<file path="config.mk">
export PLATFORM = sky130hd
export DESIGN_NAME = uart_tx_arbiter
export DESIGN_NICKNAME = d
export VERILOG_FILES = /design/src/rtl/uart_tx_arbiter.sv
export SDC_FILE = /design/constraint.sdc
export NUM_CORES = 1
export LEC_CHECK = 0
export BUFFER_PORTS_ARGS = -buffer_cell sky130_fd_sc_hd__buf_2
export CELL_PAD_IN_SITES_DETAIL_PLACEMENT = 1
export CELL_PAD_IN_SITES_GLOBAL_PLACEMENT = 1
export CORE_ASPECT_RATIO = 0.6
export CORE_UTILIZATION = 44
export CTS_CLUSTER_DIAMETER = 40
export DETAILED_ROUTE_END_ITERATION = 8
export PLACE_DENSITY_LB_ADDON = 0.15
export SLEW_MARGIN = 5
export SYNTH_ARGS = -nofsm -noshare
export SYNTH_HDL_FRONTEND = slang
export SYNTH_SLANG_ARGS = --single-unit
export TNS_END_PERCENT = 100
</file>
<file path="constraint.sdc">
create_clock -name clk100 -period 5.95 [get_ports clk100]
set_clock_uncertainty 0.1 [all_clocks]
set_input_delay 0.595 -clock clk100 [delete_from_list [all_inputs] [get_ports clk100]]
set_output_delay 0.595 -clock clk100 [all_outputs]
set_load 0.05 [all_outputs]
</file>
<file path="src/rtl/uart_tx_arbiter.sv">
// Round-robin arbiter that shares one byte transmitter between two valid/ready
// producers, holding the grant for a whole packet and revoking stalled locks.
module uart_tx_arbiter #(
  parameter int LOCK_TIMEOUT = 100000
) (
  input  logic       clk100,
  input  logic       reset_n,
  input  logic       req0_valid,
  input  logic [7:0] req0_data,
  input  logic       req0_last,
  output logic       req0_ready,
  input  logic       req1_valid,
  input  logic [7:0] req1_data,
  input  logic       req1_last,
  output logic       req1_ready,
  output logic [7:0] tx_sbyte,
  output logic       tx_send,
  input  logic       tx_busy,
  output logic [1:0] grant,
  output logic       timeout
);

  typedef enum logic [2:0] {
    IDLE,
    ACCEPT,
    SEND,
    WAIT_BUSY,
    WAIT_DONE,
    LOCKED
  } state_e;

  localparam logic [19:0] LOCK_LAST = 20'(LOCK_TIMEOUT - 1);

  state_e      state_q, state_d;
  logic [1:0]  grant_q, grant_d;
  logic [7:0]  hold_q, hold_d;
  logic        hold_last_q, hold_last_d;
  logic        last_served_q, last_served_d;
  logic [19:0] cnt_q, cnt_d;
  logic        timeout_q, timeout_d;
  logic        owner_valid;

  assign owner_valid = (grant_q[0] & req0_valid) | (grant_q[1] & req1_valid);

  // NOTE: every register, the hold byte included, is reset so a reset
  // mid-transfer leaves no stale byte on tx_sbyte.
  always_ff @(posedge clk100) begin
    if (!reset_n) begin
      state_q       <= IDLE;
      grant_q       <= 2'b00;
      hold_q        <= 8'h00;
      hold_last_q   <= 1'b0;
      last_served_q <= 1'b1;
      cnt_q         <= 20'd0;
      timeout_q     <= 1'b0;
    end else begin
      // NOTE: non-blocking so every register samples pre-edge values.
      state_q       <= state_d;
      grant_q       <= grant_d;
      hold_q        <= hold_d;
      hold_last_q   <= hold_last_d;
      last_served_q <= last_served_d;
      cnt_q         <= cnt_d;
      timeout_q     <= timeout_d;
    end
  end

  always_comb begin
    // NOTE: defaults first keep this block free of inferred latches.
    state_d       = state_q;
    grant_d       = grant_q;
    hold_d        = hold_q;
    hold_last_d   = hold_last_q;
    last_served_d = last_served_q;
    cnt_d         = cnt_q;
    timeout_d     = 1'b0;

    unique case (state_q)
      IDLE: begin
        if (!tx_busy && (req0_valid || req1_valid)) begin
          if (req0_valid && req1_valid) begin
            grant_d = last_served_q ? 2'b01 : 2'b10;
          end else begin
            grant_d = req0_valid ? 2'b01 : 2'b10;
          end
          state_d = ACCEPT;
        end
      end
      ACCEPT: begin
        hold_d      = grant_q[0] ? req0_data : req1_data;
        hold_last_d = grant_q[0] ? req0_last : req1_last;
        state_d     = SEND;
      end
      SEND: begin
        state_d = WAIT_BUSY;
      end
      WAIT_BUSY: begin
        if (tx_busy) begin
          state_d = WAIT_DONE;
        end
      end
      WAIT_DONE: begin
        if (!tx_busy) begin
          if (hold_last_q) begin
            last_served_d = grant_q[1];
            grant_d       = 2'b00;
            state_d       = IDLE;
          end else begin
            cnt_d   = 20'd0;
            state_d = LOCKED;
          end
        end
      end
      LOCKED: begin
        // The other requester is ignored until this packet ends or stalls out.
        if (owner_valid) begin
          state_d = ACCEPT;
        end else if (cnt_q == LOCK_LAST) begin
          timeout_d     = 1'b1;
          last_served_d = grant_q[1];
          grant_d       = 2'b00;
          state_d       = IDLE;
        end else begin
          cnt_d = cnt_q + 20'd1;
        end
      end
      default: begin
        state_d = IDLE;
      end
    endcase
  end

  assign req0_ready = (state_q == ACCEPT) && grant_q[0];
  assign req1_ready = (state_q == ACCEPT) && grant_q[1];
  assign tx_send    = (state_q == SEND);
  assign tx_sbyte   = hold_q;
  assign grant      = grant_q;
  assign timeout    = timeout_q;

endmodule
</file>
## Word level (Yosys, flattened, before mapping)

Cells that the tools add are included.

- Register bits after elaboration: 36
- Bits of input ports: 23
- Word-level logic and storage cells: 71

- $add $sub $neg: 1
- Eq/ne operators: 15
- Multiplexer cells: 29
- Bitwise logic cells: 5
- Reductions and logical operators: 14

Operator list:

| operator | number |
|---|---|
| $mux W20 | 4 |
| $pmux W20 S2 | 1 |
| $add A20 B1 Y20 const B | 1 |
| $eq A20 B17 Y1 const B | 1 |
| $mux W3 | 6 |
| $pmux W3 S6 | 1 |
| $mux W2 | 8 |
| $ne A2 B2 Y1 const B | 8 |
| $reduce_and A5 Y1 | 2 |
| $mux W8 | 1 |
| $eq A3 B2 Y1 const B | 2 |
| $eq A3 B3 Y1 const B | 2 |
| $mux W1 | 6 |
| $pmux W2 S3 | 1 |
| $reduce_and A6 Y1 | 1 |
| $logic_and A1 B1 Y1 | 4 |
| $reduce_and A4 Y1 | 1 |
| $eq A3 B1 Y1 const B | 1 |
| $logic_not A3 Y1 | 1 |
| $ne A3 B3 Y1 const B | 1 |
| $reduce_bool A3 Y1 | 1 |
| $reduce_or A3 Y1 | 1 |
| $and A1 B1 Y1 | 2 |
| $not A1 Y1 | 2 |
| other kinds (5) | 5 |

## Logic depth before layout (Yosys ltp)

Gate-level depths: netlist (run 1).

- Depth in word-level cells: 4
- Mapped depth: 7
- Gate-level depth less buffers: 6

## Worst setup path after synthesis (run 1)

Ideal clock, no wire load.

- Path kind: flip-flop to output port
- From: register state_q[0]
- To: output port tx_send
- Arrival time: 1.719 ns
- Data required time: 5.255 ns
- Path slack: 3.536 ns
- Cell stages (with the launch flop): 4
- Buffers on the path: 2
- Path through: dfxtp_1 > clkbuf_1 > clkbuf_1 > nor3_1

- Word-level cells in the longest chain between the ends: 1

RTL lines:

| element | RTL line | RTL |
|---|---|---|
| start: declaration | 34 | `state_e state_q, state_d;` |
| start signal: assignment | 58 | `state_q <= state_d;` |
| $eq A3 B2 Y1 | 135 | `assign tx_send = (state_q == SEND);` |
| end: declaration | 17 | `output logic tx_send,` |

Every way passes these cells.

## Worst setup path in the final report (run 1)

- From: register state_q[0]
- To: register cnt_q[7]

- Word-level cells in the longest chain between the ends: 3
- Elaborated cells between the ends (all ways): 9
- Classes of those cells: eq/ne (6); mux (1); reduce/logical (2)

RTL lines:

| element | RTL line | RTL |
|---|---|---|
| $eq A3 B3 Y1 | 78 | `unique case (state_q)` |
| $ne A2 B2 Y1 (no source line) / $reduce_bool A2 Y1 (equally long branches) | n/a |  |
| $reduce_and A5 Y1 (no source line) | n/a |  |
| end signal: assignment | 63 | `cnt_q <= cnt_d;` |
| end: declaration | 39 | `logic [19:0] cnt_q, cnt_d;` |

Several ways; a longest one is shown, not always the timed one.
A chain may end at the register's enable or synchronous reset.

==> impl_summary.log, run 1 <==
INFO  metric run_status = completed
INFO  metric top_level_ports = 37
INFO  metric clkSinkCount = 36
INFO  metric hold_ws = about 0.4 ns
INFO  metric first_iter_violations = 148
INFO  metric hpwlAfterDp = 4510 um
INFO  metric netlist.top_cell.by_area = dfxtp_1
INFO  metric ys_seq_elements = 36
INFO  metric yosys_warnings = 0
INFO  metric groute.layer.met2.usage = 0.369
INFO  metric clock_insertion_delay_worst_skew = approximately 0.29 ns
INFO  metric share_clk_of_total_power = 0.326
INFO  metric worstRegToRegCells = 4
INFO  metric hp-class = register to register
INFO  metric drt_wl_total = slightly above 6000 um
INFO  metric initial_core_util = 0.480
INFO  metric finalCoreUtilization = 0.541
INFO  metric finalWeightedCongestion = 0.849
INFO  metric drive_above_1_share = 0.204
INFO  metric synth_area_leaders = dfxtp_1 (35%), a211oi_1 (5.8%), mux2i_1 (5.3%)
INFO  metric p_comb_frac = 0.200
INFO  metric track_usage = 0.258
INFO  metric io_buffers = 36
INFO  metric wire_length_of_the_first_global_routing_pass = between 9000 and 10000 um
INFO  metric rrSetupSlack = 3.24 ns
INFO  metric setup_violations = 0
INFO  metric first_global_vias = 1897
INFO  metric worst-endpoint-required = 6.03 ns
INFO  metric timing.final.crit_share = 0.456
INFO  metric cap_violations = 0
INFO  metric yosys_most_used_dff = dfxtp_1
INFO  metric cts_max_path_buffers = 2
INFO  metric timing_hold_violations_final = 0
INFO  metric power_density = approximately 240 nW/um^2
INFO  metric async_flop_share = 0
INFO  metric timing.critical_path.fanout_max = 16
INFO  metric max_freq = approximately 370 MHz
INFO  metric totalNegativeSetupSlack = 0 ns
INFO  metric synthDistinctLibCells = 53
INFO  metric antenna_violations_before_repair = 0
INFO  metric synth_seq_area_share = 0.349
INFO  metric fp.dieArea = 4980 um^2
INFO  metric cts-buffers-inserted = 5
INFO  metric p_seq_frac = 0.474
INFO  metric post-cts-setup-buffers = 0
INFO  metric synth-edff-count = 0
INFO  metric synth.top_cell.area_share = 0.349
INFO  metric cts_tree = built
INFO  metric grtUsageMet1 = 0.379
INFO  metric antennaDiodeCount = 0
INFO  metric drcViolationCount = 0
INFO  metric detail_route.vias_per_cell = 6.13
INFO  metric cts.clk_slew.worst_paths = 0.08 ns
INFO  metric static-leakage-power = 0.000823 uW
INFO  metric yosys-top-cells-count = dfxtp_1 (36), nand2_1 (22), nor2_1 (22), a211oi_1 (16), a21oi_1 (13)
INFO  metric post_cts.resized_instances = 0
INFO  metric grt_setup_unrepaired = no
INFO  metric detailed_routing_iterations_pass_1 = 4
INFO  metric synth.most_common_cell = dfxtp_1
INFO  metric dieHeight = ~55 um
INFO  metric critical_path.reg2reg.endpoint = cnt_q[7]
INFO  metric avgSynthCellArea = 8.16 um^2
INFO  metric hp-start = tx_sbyte[4]
INFO  metric time_the_final_worst_path_needs_with_i_o_delays_and_setup = 2.71 ns
INFO  metric cts-hold-fix-buffers = 0
INFO  metric postSynthNetCount = 277
INFO  metric pre_cts_slack = 3.08 ns
INFO  metric cts_max_level = 2
INFO  metric floorplan.rows = 18
INFO  metric internal_power = 381 uW
INFO  metric cp-end-kind = register
INFO  metric area.growth.synth_to_final = 12.6%
INFO  metric timing.max_slew.rel_slack = 0.334
INFO  metric worstReg2RegStart = state_q[0]
INFO  metric routed-via-count = about 2.1k
INFO  metric slew_viol_final = 0
INFO  metric vdd_ir_drop_max = 0.117 mV
INFO  metric die_x = 90.5 um
INFO  metric routed_wire_length_per_instance = 18.0 um
INFO  metric synthesis.instances = 253
INFO  metric worstPathArrival = between 2 and 3 ns
INFO  metric ant_nets = 0
INFO  metric grt_start_max_net_pins = 28
INFO  metric worst_slew_pin_slew = 0.989 ns
INFO  metric min_to = tx_sbyte[4]
INFO  metric worst_hold_path.num_cells = 2
INFO  metric standard_cell_core_area = 4300 um^2
INFO  metric switching_power = ~190 uW
INFO  metric globalRoute.busiestLayer = met1
INFO  metric buffer_cell_driving_the_clock_tree_root = clkbuf_8
INFO  metric num-nets-final = 303
INFO  metric crit_type = register to register
INFO  metric global_route.usage.met3 = 0.0697
INFO  metric critical_path.startpoint_type = register
INFO  metric pnr_worst_setup_slack = 3.24 ns
INFO  metric sw_ratio = 0.330
INFO  metric synthesis.area = 2070 um^2
INFO  metric overflow = 0
-- cell usage in the layout, fill, tap and decap left out, types with 3 or more instances in the layout --
cell type  synthesis  layout
and2_1             3       3
a21oi_1           13      13
a311oi_1           4       4
and4_1             3       3
nor2_1            22      22
a211oi_1          16      16
nor4_1             8       8
nand3_1           10      10
o211ai_1           4       4
a31oi_1            5       5
nand2_1           22      22
nor3_1            11      11
nand4_1            7       7
inv_1              7       7
and3_1             3       3
o21ai_0           11      11
clkbuf_8           2       6
or3_1              3       3
o221a_2            3       3
dfxtp_1           36      36
mux2i_1           11      11
buf_2              2      36
-- per-stage QoR --
stage,cell area [um^2],cells,power [uW]
global route,2330,340,593
detailed placement,2230,332,389
finish,2330,340,569
global placement,2230,332,387
floorplan,2070,253,359
CTS,2330,340,572
-- power groups by stage --
| stage | Clock (uW) | Combinational [uW] | Sequential, uW |
|---|---|---|---|
| 2_1_floorplan | 0 | 62.4 | 297 |
| 3_3_place_gp | 0 | 112 | 275 |
| 3_5_place_dp | 0 | 114 | 275 |
| 4_1_cts | 189 | 114 | 270 |
| 5_1_grt | 197 | 124 | 273 |
| 6_report | 185 | 114 | 270 |
-- state kept, by name, summed over array words and instances, names as in the netlist --
signal         count
cnt_q             20
tx_sbyte           8
state_q            3
grant              2
hold_last_q        1
last_served_q      1
timeout            1
-- cells by family (layout without fill, tap and decap cells) --
family | Yosys count | count (layout) | share of synthesized area
adders and majority gates | 1 | 1 | 0.00606
AOI/OAI and AO/OA | 70 | 70 | 0.234
and+or+nand+nor | 108 | 108 | 0.293
buffers and inverters | 26 | 53 | 0.0606
xor gates and xnor gates | 1 | 1 | 0.00424
muxes | 11 | 11 | 0.0533
DFF | 36 | 36 | 0.349
-- worst max path at each step --
stage / start / end / slack, ns
CTS: cnt_q[0] / cnt_q[16] / 3.25
finish: state_q[0] / cnt_q[7] / 3.24
global placement: reset_n / cnt_q[16] / 3.11
floorplan: state_q[0] / tx_send / 3.54
detailed placement: reset_n / cnt_q[16] / 3.08
global route: state_q[0] / cnt_q[7] / 2.96
-- final cells by class --
class | count | area (um^2)
timing repair buffer | 37 | 188
inverter | 8 | 30.0
fill | 536 | 1980
sequential | 36 | 721
clock buffer | 6 | 82.6
multi-input combinational | 191 | 1220
tap | 60 | 75.1
clock inverter | 2 | 10.0
-- worst max-delay path: stages, from the launching register on --
cell	delay [ns]
dfxtp_1	0.61
nand3_1	0.52
nor4_4	0.73
nor2_1	0.30
a311oi_1	0.34
-- layer usage --
metal / vias up / part of all wire / wire length [um]
li1: 1020 / - / -
met1: 986 / 0.50 / 3070
met2: 73 / 0.41 / 2490
met3: 6 / 0.085 / 517
met4: 0 / 0.0065 / 40
met5: - / 0 / 0
(Power assumes the default switching activity.)
==> run 2, diff against run 1 <==
--- a/config.mk
+++ b/config.mk
@@ -5,11 +5,12 @@
 export SDC_FILE = /design/constraint.sdc
 export NUM_CORES = 1
 export LEC_CHECK = 0
+export ABC_AREA = 1
 export BUFFER_PORTS_ARGS = -buffer_cell sky130_fd_sc_hd__buf_2
 export CELL_PAD_IN_SITES_DETAIL_PLACEMENT = 1
 export CELL_PAD_IN_SITES_GLOBAL_PLACEMENT = 1
 export CORE_ASPECT_RATIO = 0.6
-export CORE_UTILIZATION = 44
+export CORE_UTILIZATION = 35
 export CTS_CLUSTER_DIAMETER = 40
 export DETAILED_ROUTE_END_ITERATION = 8
 export PLACE_DENSITY_LB_ADDON = 0.15
==> constraint.sdc (replaced) <==
create_clock -name clk100 -period 2.24 [get_ports clk100]
set_clock_uncertainty 0.1 [all_clocks]
set_input_delay 0.224 -clock clk100 [delete_from_list [all_inputs] [get_ports clk100]]
set_output_delay 0.224 -clock clk100 [all_outputs]
set_load 0.05 [all_outputs]
==> run 2 against run 1 <==
- global-route usage decreased by 3.1 points
- via count increased by 15%
- critical endpoint is now cnt_q[12]
- synthesized cell count increased by 49%
- setup slack got worse by 3.0 ns
- critical path depth increased by 6
==> impl_summary.log, run 2 <==
INFO  metric timing.final.crit_share = 0.906
INFO  metric setup_violations = 0
INFO  metric yosys-top-cells-count = nand2_1 (109), nor2_1 (61), inv_1 (48), dfxtp_1 (36), a21oi_1 (29)
INFO  metric timing_hold_violations_final = 0
INFO  metric static-leakage-power = 0.00123 uW
INFO  metric drt_wl_total = 7270 um
INFO  metric ys_seq_elements = 36
INFO  metric run_status = completed
INFO  metric cts.clk_slew.worst_paths = 0.08 ns
INFO  metric most_frequent_cp_cell = nand2_1
INFO  metric vdd_ir_drop_max = 0.592 mV
INFO  metric first_global_vias = 2269
INFO  metric post-cts-setup-buffers = 0
INFO  metric slew_viol_final = 0
INFO  metric layout.area.seq = 721 um^2
INFO  metric area.growth.synth_to_final = 16.4%
INFO  metric hpwlAfterDp = roughly 5700 um
INFO  metric cts_tree = built
INFO  metric first_iter_violations = between 80 and 90
INFO  metric drive_above_1_share = 0.155
INFO  metric number_of_flip_flops_in_the_largest_register = 20
INFO  metric layout_common_cells = nand2_1 (109), nor2_1 (61), inv_1 (48)
INFO  metric yosys_warnings = 0
INFO  metric finalWeightedCongestion = 0.876
INFO  metric synth.top_cell.area_share = 0.313
INFO  metric critical_path.cell_chain = ha_1 > nand3_1 > nor2_2 > nand4_4 > nand2_2 > buf_4 > nand2_1 > nand2_1 > nand2_1 > inv_1
INFO  metric critical_path_s_largest_stage_delay = 0.40 ns
INFO  metric routed_wire_length_per_instance = 14.4 um
INFO  metric critical_path_buf_inv_count = 2
INFO  metric crit_type = register to register
INFO  metric totalNegativeSetupSlack = 0 ns
INFO  metric power_density = 889 nW/um^2
INFO  metric layout_commonest_cell = nand2_1
INFO  metric avgSynthCellArea = approximately 6 um^2
INFO  metric detailed_routing_iterations_pass_1 = 4
INFO  metric cap_violations = 0
INFO  metric postSynthNetCount = about 400
INFO  metric yosys_most_used_dff = dfxtp_1
INFO  metric routed-via-count = between 2k and 2.5k
INFO  metric largest_register = cnt_q
INFO  metric netlist.top_cell.by_area = dfxtp_1
INFO  metric synth-edff-count = 0
INFO  metric synthesis.area = 2300 um^2
INFO  metric die_x = 107 um
INFO  metric critical_path.startpoint_type = register
INFO  metric startpoint = cnt_q[0]
INFO  metric hp-class = input port to register
INFO  metric grt_setup_unrepaired = no
INFO  metric detail_route.vias_per_cell = 4.76
INFO  metric timing.max_slew.rel_slack = 0.608
INFO  metric worst-endpoint-required = roughly 2.4 ns
INFO  metric cp-end-kind = register
INFO  metric floorplan.rows = 22
INFO  metric timing.critical_path.fanout_max = 12
INFO  metric time_the_final_worst_path_needs_with_i_o_delays_and_setup = 2.03 ns
INFO  metric max_freq = between 400 and 500 MHz
INFO  metric buffer_cell_driving_the_clock_tree_root = clkbuf_8
INFO  metric track_usage = 0.227
INFO  metric synth.most_common_cell = nand2_1
INFO  metric clkSinkCount = 36
INFO  metric top_level_ports = 37
INFO  metric async_flop_share = 0
INFO  metric num-nets-final = 442
INFO  metric crit_family = simple AND/OR/NAND/NOR gates
INFO  metric dieHeight = 64.8 um
INFO  metric grt_start_max_net_pins = 22
INFO  metric fp.dieArea = 6910 um^2
INFO  metric final.fill_count = 884
INFO  metric standard_cell_core_area = 6220 um^2
INFO  metric multi_input_area = between 1000 and 1500 um^2
INFO  metric cp_slowest_cell = dfxtp_1
INFO  metric cts-hold-fix-buffers = 0
INFO  metric post_cts.resized_instances = 0
INFO  metric antenna_violations_before_repair = 0
INFO  metric io_buffers = 36
INFO  metric ant_nets = 0
INFO  metric worstReg2RegStart = cnt_q[0]
INFO  metric antennaDiodeCount = 0
INFO  metric cts_max_level = 2
INFO  metric initial_core_util = 0.370
INFO  metric clock_insertion_delay_worst_skew = 0.30 ns
INFO  metric worstPathArrival = 2.18 ns
INFO  metric worst_slew_pin_slew = 0.588 ns
INFO  metric synth_area_leaders = dfxtp_1 (31%), nand2_1 (18%), nor2_1 (10%)
INFO  metric cts_max_path_buffers = 2
INFO  metric finalCoreUtilization = 0.430
INFO  metric synthesis.instances = 378
INFO  metric drcViolationCount = 0
INFO  metric synth_seq_area_share = 0.313
INFO  metric synthDistinctLibCells = 33
INFO  metric wire_length_of_the_first_global_routing_pass = 12000 um
INFO  metric cts-buffers-inserted = 5
INFO  metric overflow = 0
INFO  metric hp-start = req1_data[0]
==> run 2: cell types whose count changed after synthesis, moves of 8 or more <==
cell / change
nand2_1: +87
nor2_1: +39
nor3_1: -8
mux2i_1: -11
a21oi_1: +16
inv_1: +41
nand3_1: +14
a211oi_1: -16
==> run 2: kinds of logic after synthesis <==
group | Yosys count | share of synthesized area
AND/OR/NAND/NOR | 219 | 0.419
buffers and inverters | 63 | 0.118
AO/OA/AOI/OAI | 52 | 0.118
flip-flops | 36 | 0.313
XOR/XNOR | 7 | 0.0267
adder cells (fa/ha/maj) | 1 | 0.00544
==> run 2: worst register-to-register path, stage by stage, from the launching register on <==
cell and delay (ns):
dfxtp_1 0.40, ha_1 0.29, nand3_1 0.18, nor2_2 0.19, nand4_4 0.12, nand2_2 0.26
buf_4 0.22, nand2_1 0.06, nand2_1 0.06, nand2_1 0.05, inv_1 0.04
==> run 2: layout make-up <==
type | count | area share
clock buffers | 6 | 0.0271
clock inverters | 2 | 0.0131
inverters | 52 | 0.0729
multi-input cells | 279 | 0.489
flip-flops and latches | 36 | 0.269
well taps | 84 | 0.0393
repair buffers | 44 | 0.0897
==> run 2: final timing paths <==
path                                     to  depth (start not counted)  slack (ns)
worst max-delay path              cnt_q[12]                         10        0.21
worst min-delay path            tx_sbyte[0]                          5        0.18
worst max register to register    cnt_q[12]                         10        0.21
worst min register to register  tx_sbyte[4]                          2        0.34
==> run 2: metrics by stage <==
step / power, uW / worst slack, ns / hold WS [ns] / cells / area [um^2]
3_3_place_gp: 1790 / 0.353 / 0.329 / 495 / 2570
6_report: 2380 / 0.211 / 0.176 / 503 / 2680
2_1_floorplan: 1580 / 0.195 / 0.310 / 378 / 2300
5_1_grt: 2550 / 0.0904 / 0.203 / 503 / 2680
4_1_cts: 2400 / 0.230 / 0.168 / 503 / 2680
3_5_place_dp: 1810 / 0.255 / 0.338 / 495 / 2570
==> run 2: report_power, final <==
| part | internal, uW | leakage (uW) | switching (uW) | total (uW) |
|---|---|---|---|---|
| Combinational | 270 | 0.000879 | 720 | 990 |
| Clock | 330 | 0.0000552 | 251 | 582 |
| Sequential | 731 | 0.000293 | 78.1 | 809 |
==> run 2: metal layers <==
layer | up-vias | routed length (um) | share of wire | track usage
met5 | - | 0 | 0 | 0
met4 | 0 | 61 | 0.0084 | 0.0514
met3 | 8 | 276 | 0.038 | 0.0513
met2 | 27 | 2770 | 0.38 | 0.302
met1 | 1097 | 4160 | 0.57 | 0.355
li1 | 1260 | - | - | -
==> run 3, diff against run 2 <==
--- a/config.mk
+++ b/config.mk
@@ -7,7 +7,7 @@
 export LEC_CHECK = 0
 export ABC_AREA = 1
 export BUFFER_PORTS_ARGS = -buffer_cell sky130_fd_sc_hd__buf_2
-export CELL_PAD_IN_SITES_DETAIL_PLACEMENT = 1
+export CELL_PAD_IN_SITES_DETAIL_PLACEMENT = 0
 export CELL_PAD_IN_SITES_GLOBAL_PLACEMENT = 1
 export CORE_ASPECT_RATIO = 0.6
 export CORE_UTILIZATION = 35
==> run 3 against run 2 <==
- maximum frequency grew 1.4%
- utilization unchanged
- setup slack improved by 0.027 ns
- global-route usage shrank 3.5 points
- routed wire length shrank 13%
- design area unchanged
- die area unchanged
- sequential cell count is the same
- hold slack worse by 0.0058 ns
- critical path type unchanged
==> impl_summary.log, run 3 (same netlist as run 2, synthesis figures left out) <==
INFO  metric final_cells = 503
INFO  metric timing.critical_path.fanout_max = 12
INFO  metric power_density = 873 nW/um^2
INFO  metric finalCoreUtilization = 0.430
INFO  metric largest_register = cnt_q
INFO  metric slew_viol_final = 0
INFO  metric crit_type = register to register
INFO  metric worst_hold_path.num_cells = 4
INFO  metric cts-hold-fix-buffers = 0
INFO  metric run_status = completed
INFO  metric drt_wl_total = 6290 um
INFO  metric ant_nets = 0
INFO  metric cts-buffers-inserted = 5
INFO  metric die_x = 107 um
INFO  metric io_buffers = 36
INFO  metric finalWeightedCongestion = between 0.8 and 0.9
INFO  metric layout_commonest_cell = nand2_1
INFO  metric drcViolationCount = 0
INFO  metric wire_length_of_the_first_global_routing_pass = 10200 um
INFO  metric critical_path.reg2reg.endpoint = cnt_q[3]
INFO  metric antennaDiodeCount = 0
INFO  metric setup_violations = 0
INFO  metric cp-end-kind = register
INFO  metric worst-endpoint-required = 2.36 ns
INFO  metric timing_hold_violations_final = 0
INFO  metric rrSetupSlack = approximately 0.24 ns
INFO  metric totalNegativeSetupSlack = 0 ns
INFO  metric cp_slowest_cell = dfxtp_1
INFO  metric static-leakage-power = 0.00123 uW
INFO  metric post_cts.resized_instances = 0
INFO  metric hp-start = tx_busy
INFO  metric grt_start_max_net_pins = 22
INFO  metric cts_max_path_buffers = 2
INFO  metric overflow = 0
INFO  metric worst_slew_pin_slew = about 0.57 ns
INFO  metric detail_route.vias_per_cell = 4.63
INFO  metric grt_setup_unrepaired = no
INFO  metric cts_tree = built
INFO  metric track_usage = 0.191
INFO  metric min_to = state_q[1]
INFO  metric worstRegToRegCells = 8
INFO  metric fp.dieArea = approximately 6900 um^2
INFO  metric first_iter_violations = 108
INFO  metric cts.clk_slew.worst_paths = 0.08 ns
INFO  metric time_the_final_worst_path_needs_with_i_o_delays_and_setup = 2.00 ns
INFO  metric drive_above_1_share = 0.155
INFO  metric critical_path.cell_chain = ha_1 > nand3_1 > nor2_2 > nand4_4 > nand2_2 > buf_4 > nand2_1 > a21oi_1
INFO  metric vdd_ir_drop_max = around 0.44 mV
INFO  metric final.fill_count = 702
INFO  metric critical_path.startpoint_type = register
INFO  metric routed-via-count = 2329
INFO  metric standard_cell_core_area = 6220 um^2
INFO  metric clock_insertion_delay_worst_skew = roughly 0.29 ns
INFO  metric worstReg2RegStart = cnt_q[0]
INFO  metric clkSinkCount = 36
INFO  metric report.power.total = 2340 uW
INFO  metric cts_max_level = 2
INFO  metric buffer_cell_driving_the_clock_tree_root = clkbuf_8
INFO  metric floorplan.rows = 22
INFO  metric area.growth.synth_to_final = 16.4%
INFO  metric max_freq = 500 MHz
INFO  metric num-nets-final = 442
INFO  metric post-place-cells = 495
INFO  metric detailed_routing_iterations_pass_1 = 4
INFO  metric timing.final.crit_share = 0.894
INFO  metric layout_common_cells = nand2_1 (109), nor2_1 (61), inv_1 (48)
INFO  metric initial_core_util = 0.370
INFO  metric cap_violations = 0
INFO  metric first_global_vias = 1996
INFO  metric number_of_flip_flops_in_the_largest_register = 20
INFO  metric hpwlAfterDp = 4920 um
INFO  metric antenna_violations_before_repair = 0
INFO  metric routed_wire_length_per_instance = 12.5 um
INFO  metric post-cts-setup-buffers = 0
INFO  metric dieHeight = roughly 65 um
INFO  metric timing.max_slew.rel_slack = 0.616
INFO  metric hold_ws = 0.170 ns
INFO  metric top_level_ports = 37
INFO  metric worstPathArrival = ~2.1 ns
INFO  metric hp-class = input port to register
INFO  metric critical_path_s_largest_stage_delay = 0.41 ns
## run 3: cell counts in the layout (fill, tap and decap cells not counted)
No cell type changed its count.
## run 3: report_power, final
part | leakage, uW | switching, uW | internal [uW]
Clock | 0.0000552 | 239 | 330
Combinational | 0.000879 | 692 | 270
Sequential | 0.000293 | 75.4 | 731
## run 3: per-layer routing
metal  part of all wire  vias up  global-route usage
li1                   -     1263                   -
met4             0.0081        0              0.0411
met3              0.053        7              0.0483
met5                  0        -                   0
met1               0.58     1019               0.310
met2               0.36       40               0.240
## run 3: worst max-delay path, delay by kind of cell, from the launching register on
kind | cells | cell delay [ns]
flops | 1 | 0.41
buf+inv | 1 | 0.21
fa+ha+maj | 1 | 0.29
simple gates | 5 | 0.78
compound gates | 1 | 0.14
## run 3: final cells by class
class,instances,area [um^2],area share
clock buffers,6,72.6,0.0271
clock inverters,2,35.0,0.0131
inverters,52,195,0.0729
multi-input cells,279,1310,0.489
flip-flops and latches,36,721,0.269
well taps,84,105,0.0393
repair buffers,44,240,0.0897
## run 3: through the flow
| step | worst slack, ns | instance area [um^2] |
|---|---|---|
| after floorplan | 0.195 | 2300 |
| after global placement | 0.353 | 2570 |
| after detailed placement | 0.262 | 2570 |
| after CTS | 0.228 | 2680 |
| after global routing | 0.0525 | 2680 |
| final | 0.238 | 2680 |
## run 3: worst max path at each step
stage              from         end  slack (ns)  depth (start not counted)
4_1_cts        cnt_q[0]    cnt_q[3]        0.23                          8
6_report       cnt_q[0]    cnt_q[3]        0.24                          8
5_1_grt        cnt_q[0]    cnt_q[8]        0.05                          8
2_1_floorplan  grant[0]  req0_ready        0.19                          2
3_5_place_dp   cnt_q[0]   cnt_q[12]        0.26                          9
3_3_place_gp   cnt_q[0]   cnt_q[12]        0.35                          9
